**src/rtl/demux_pkg.sv**
```systemverilog
//------------------------------------------------------------------------------
// Module      : demux_pkg
// Description : Shared constants and state encoding for the 1:16 deserializer.
// Revision    : 1.0 - initial release
//------------------------------------------------------------------------------
`default_nettype none

package demux_pkg;

  localparam int WIDTH = 16;
  localparam int SEL_W = 4;

  typedef enum logic [1:0] {
    IDLE   = 2'b00,
    RECV   = 2'b01,
    PARITY = 2'b10
  } state_e;

endpackage

`default_nettype wire

```
**src/rtl/dec_4x16.sv**
```systemverilog
//------------------------------------------------------------------------------
// Module      : dec_4x16
// Description : Combinational 4-to-16 one-hot decoder with an enable gate.
// Revision    : 1.0 - initial release
//------------------------------------------------------------------------------
`default_nettype none

module dec_4x16
  import demux_pkg::*;
(
  input  logic [SEL_W-1:0] sel,
  input  logic             en,
  output logic [WIDTH-1:0] onehot
);

  genvar gi;
  generate
    for (gi = 0; gi < WIDTH; gi++) begin : g_dec
      assign onehot[gi] = en && (sel == SEL_W'(gi));
    end
  endgenerate

endmodule

`default_nettype wire

```
**src/rtl/demux_1x16_sync.sv**
```systemverilog
//------------------------------------------------------------------------------
// Module      : demux_1x16_sync
// Description : Synchronous 1:16 serial-to-parallel deserializer, LSB first.
//               Optional even-parity trailer bit enabled by DEMUX_PARITY_EN.
// Revision    : 1.0 - initial release
//------------------------------------------------------------------------------
`default_nettype none

module demux_1x16_sync
  import demux_pkg::*;
(
  input  logic             clk,
  input  logic             rst,
  input  logic             start,
  input  logic             in_valid,
  input  logic             in_bit,
  output logic [WIDTH-1:0] Y,
  output logic             y_valid,
  output logic             busy,
  output logic [SEL_W-1:0] idx,
  output logic             par_err
);

  state_e           state_q, state_d;
  logic [SEL_W-1:0] idx_q, idx_d;
  logic [WIDTH-1:0] shadow_q, shadow_d;
  logic [WIDTH-1:0] y_q, y_d;
  logic             y_valid_q, y_valid_d;
  logic [WIDTH-1:0] bit_we;
  logic             last_bit;

`ifdef DEMUX_PARITY_EN
  logic             par_err_q, par_err_d;
`endif

  // start outranks data, so a start cycle never writes the shadow register
  dec_4x16 u_dec (
    .sel    (idx_q),
    .en     (in_valid && !start && (state_q == RECV)),
    .onehot (bit_we)
  );

  assign last_bit = (idx_q == SEL_W'(WIDTH - 1));

  always_comb begin
    state_d   = state_q;
    idx_d     = idx_q;
    shadow_d  = shadow_q;
    y_d       = y_q;
    y_valid_d = 1'b0;
`ifdef DEMUX_PARITY_EN
    par_err_d = par_err_q;
`endif

    for (int i = 0; i < WIDTH; i++) begin
      if (bit_we[i]) begin
        shadow_d[i] = in_bit;
      end
    end

    if (start) begin
      state_d  = RECV;
      idx_d    = '0;
      shadow_d = '0;
    end else begin
      case (state_q)
        RECV: begin
          if (in_valid) begin
            idx_d = idx_q + SEL_W'(1);
            if (last_bit) begin
`ifdef DEMUX_PARITY_EN
              state_d = PARITY;
`else
              state_d   = IDLE;
              y_d       = shadow_d;
              y_valid_d = 1'b1;
`endif
            end
          end
        end
`ifdef DEMUX_PARITY_EN
        PARITY: begin
          if (in_valid) begin
            state_d   = IDLE;
            y_d       = shadow_q;
            par_err_d = (^shadow_q) ^ in_bit;
            y_valid_d = 1'b1;
          end
        end
`endif
        default: begin
          state_d = IDLE;
        end
      endcase
    end
  end

  always_ff @(posedge clk) begin
    if (rst) begin
      state_q   <= IDLE;
      idx_q     <= '0;
      shadow_q  <= '0;
      y_q       <= '0;
      y_valid_q <= 1'b0;
    end else begin
      state_q   <= state_d;
      idx_q     <= idx_d;
      shadow_q  <= shadow_d;
      y_q       <= y_d;
      y_valid_q <= y_valid_d;
    end
  end

`ifdef DEMUX_PARITY_EN
  always_ff @(posedge clk) begin
    if (rst) begin
      par_err_q <= 1'b0;
    end else begin
      par_err_q <= par_err_d;
    end
  end

  assign par_err = par_err_q;
`else
  assign par_err = 1'b0;
`endif

  assign Y       = y_q;
  assign y_valid = y_valid_q;
  assign busy    = (state_q != IDLE);
  assign idx     = idx_q;

endmodule

`default_nettype wire

```
**config.mk**
```make
export PLATFORM = sky130hd
export DESIGN_NAME = demux_1x16_sync
export DESIGN_NICKNAME = d
export VERILOG_FILES = /design/src/rtl/demux_pkg.sv /design/src/rtl/dec_4x16.sv /design/src/rtl/demux_1x16_sync.sv
export SDC_FILE = /design/constraint.sdc
export NUM_CORES = 1
export LEC_CHECK = 0
export CAP_MARGIN = 20
export CORE_MARGIN = 2
export CORE_UTILIZATION = 27
export DETAILED_ROUTE_END_ITERATION = 7
export PLACE_DENSITY = 0.53
export SYNTH_ARGS = -nofsm -noshare
export SYNTH_HDL_FRONTEND = slang
export SYNTH_SLANG_ARGS = --single-unit
```
**constraint.sdc**
```tcl
create_clock -name clk -period 2.4 [get_ports clk]
set_input_delay 0.48 -clock clk [delete_from_list [all_inputs] [get_ports clk]]
set_output_delay 0.48 -clock clk [all_outputs]
set_load 0.02 [all_outputs]
```
==> out/qor_table.md <==
| Result | This run |
| --- | --- |
| Result of the run | complete, no violations |
| Number of filler instances in the final layout | 654 |
| Final worst clock skew | 5.65 ps |
| Commonest cells after routing, fill and taps aside | dfxtp_1, a21oi_1, clkdlybuf4s50_1 |
| Site Rows | 28 |
| Leak | 0.636 nW |
| Crit path setup slack, layout | 357 ps |
| Data arrival time at the worst-slack endpoint | 1560 ps |
| First-pass GRT wire length | 7210 um |
| Ranking of synthesized cells by area | dfxtp_1, a21oi_1, o21ai_0, nand3_1, nand4_1 |
| Horizontal extent of the die | 82.9 um |
| Reported max-cap violation count | 0 |
| Average via count per standard cell | 5.26 |
| Unique cell type count in the Yosys netlist | 30 |
| Count of input and output buffers | 26 |
| Clock-pin slew on the worst setup and hold paths | 80 ps |
| Vias in the first global route | 1419 |
| Number of design-rule violations left by the first detailed-router iteration | 103 |
| Count of state elements after synthesis | 38 |
| Sort of element at the start of the critical path | flip-flop |
| Initial core utilization | 28.2% |
| Worst path cell trace | clkdlybuf4s50_1 |
| Router iterations before antenna repair | 4 |
| Number of slew-limit violations in the final report | 0 |
| Post-CTS Resized | 0 |
| Peak fanout along the critical path | 12 |
| Number of failing setup endpoints in the final timing report | 0 |
| Min-delay worst type | flip-flop to flip-flop |
| Highest clock rate | 0.489 GHz |
| Tmin final | 2040 ps |
| Library cell with the largest summed area after synthesis | dfxtp_1 |
| Setup tns final | 0 ps |
| Overall global routing resource usage | 12.7% |
| Num Clock Sinks | 38 |
| Post-route cell area | 2100 um2 |
| Area of the multi-input gates | 818 um2 |
| Total power per unit cell area | 551 nW/um2 |
| Synth Warn # | 0 |
| Library cell used as clock root buffer | clkbuf_8 |
| Nets | 231 |
| Total Wirelength | 4350 um |
| Number of antenna-violating nets in the routed design | 0 |
| Number of hold-slack violations in the final timing report | 0 |
| Post-DR wirelength/cell | 14.7 um |
| Top Ports | 28 |
| Clock insertion delay at the later pin of the skew report | 290 ps |
| Type of the setup path with the least slack | flip-flop to output port |
| Area of the die | 6880 um2 |
| Pin count of the biggest net entering global routing | 21 |
| Most frequent standard cell in the layout excluding fill and tap cells | dfxtp_1 |
| Final critical-path share of the clock period | 85.1% |
| Fraction of the yosys area taken by sequential cells | 45.2% |
| Clock tree from TritonCTS | yes |
| Remaining routing DRC violations | 0 |
| Hold Buf Count CTS | 0 |
| Vertical die dimension | 82.9 um |
| Slowest Stage Delay on Critical Path | 690 ps |
| Data required time at the worst endpoint | 1920 ps |
| Aggregate global routing overflow | 0 |
| CTS buffer count | 5 |
| Instance area at placement | 2010 um2 |
| Unrepaired setup endpoints after global routing | false |
| Highest-delay cell along the critical path | clkdlybuf4s50_1 |
| Postcts setup bufs | 0 |
| Count of H-tree levels built during CTS | 2 |
| Area of the mapped netlist | 1680 um2 |
| Total vias in the final route | 1561 |
| Synthesized instance count | 198 |
| Synthesized Nets | 208 |
| Critical path endpoint category | output port |
| DPL Wire Length | 2920 um |
| Initial antenna violation count | 0 |
| Standard cell core area | 5960 um2 |
| Routability-driven placement congestion ratio | 0.803 |
| N_diodes | 0 |
| Average size of a mapped cell | 8.49 um2 |
| Maximum root-to-sink buffer count | 2 |
| Share of cells above drive strength 1 | 9.46% |
| Buffers and inverters on the worst path | 1 |
| CP top delay family | buffers and inverters |
| Worst IR drop on VDD | 0.000215 V |
| Worst slack, placed | 320 ps |
| Register cell area after layout | 761 um2 |
| Area share of the largest cell type after synthesis | 45.2% |
| Synth-to-Final Area Change | 24.9% |
==> synth_stat cells (all sizes together) <==
master / n
nand2: 12
xor2: 1
dfxtp: 38
a21oi: 35
nor4b: 1
nand4bb: 2
a211oi: 1
clkbuf: 9
a311oi: 4
nor2: 4
ha: 5
and4b: 1
or4b: 1
xnor2: 1
nand3: 20
nor3: 1
or2: 1
and2: 1
buf: 10
and4bb: 2
or3: 1
inv: 2
nand4b: 1
o21ai: 28
mux2i: 1
conb: 1
nand4: 14
==> metal layers <==
metal  track usage [%]  share of wire [%]  up-vias
met2              19.3                 44       42
li1                  -                  -      770
met4              5.81                2.0        0
met1              17.4                 50      742
met5                 0                  0        -
met3              2.39                4.5        7
==> layout make-up <==
type | instances | share of cell area [%]
Sequential cell | 38 | 36.2
Clock inverter | 1 | 0.238
Multi-Input combinational cell | 139 | 39.0
Inverter | 2 | 0.358
Clock buffer | 7 | 4.11
Tap cell | 75 | 4.47
Timing Repair Buffer | 35 | 15.6
==> final timing paths <==
path                                              start                 end  slack (ps)  depth (start not counted)
worst max-delay path                idx[2]$_SDFFE_PP0P_              idx[2]         360                          1
worst min-delay path            shadow_q[11]$_SDFF_PP0_  Y[11]$_SDFFE_PP0P_         460                          2
worst max register to register      idx[2]$_SDFFE_PP0P_  Y[13]$_SDFFE_PP0P_         660                          3
worst min register to register  shadow_q[11]$_SDFF_PP0_  Y[11]$_SDFFE_PP0P_         460                          2
==> registers in the layout, summed over array words and instances (netlist names) <==
| name | flops |
|---|---|
| Y | 16 |
| y_valid | 1 |
| idx | 4 |
| state_q | 1 |
| shadow_q | 16 |
==> metrics by stage <==
| stage | utilization, % | hold slack [ps] | cells | total power [mW] |
|---|---|---|---|---|
| final | 35.3 | 465 | 297 | 1.16 |
| after detailed placement | 33.7 | 459 | 289 | 0.714 |
| after floorplan | - | 440 | 198 | 0.689 |
| after global routing | 35.3 | 494 | 297 | 1.20 |
| after global placement | 33.7 | 452 | 289 | 0.714 |
| after CTS | 35.3 | 471 | 297 | 1.17 |
==> logic make-up (layout without fill, tap and decap cells) <==
group / count (synthesis) / in the layout / synth area share (%)
buffers and inverters: 21 / 45 / 6.10
xor gates and xnor gates: 2 / 2 / 1.04
other: 1 / 1 / 0.223
DFF: 38 / 38 / 45.2
AOI/OAI and AO/OA: 68 / 68 / 21.3
adders and majority gates: 5 / 5 / 3.72
muxes: 1 / 1 / 0.595
and+or+nand+nor: 62 / 62 / 21.8
==> power breakdown <==
part	internal, mW	switching (mW)	total (mW)
sequential	0.632	0.00480	0.637
combinational	0.0227	0.0404	0.0631
clock	0.232	0.226	0.458
total	0.886	0.271	1.16
==> worst register-to-register path, delay by kind of cell, from the launching register on <==
kind,cells,cell delay (ps)
simple gates,2,880
flops,1,580
compound gates,1,140
Power figures use the tool's default switching activity.
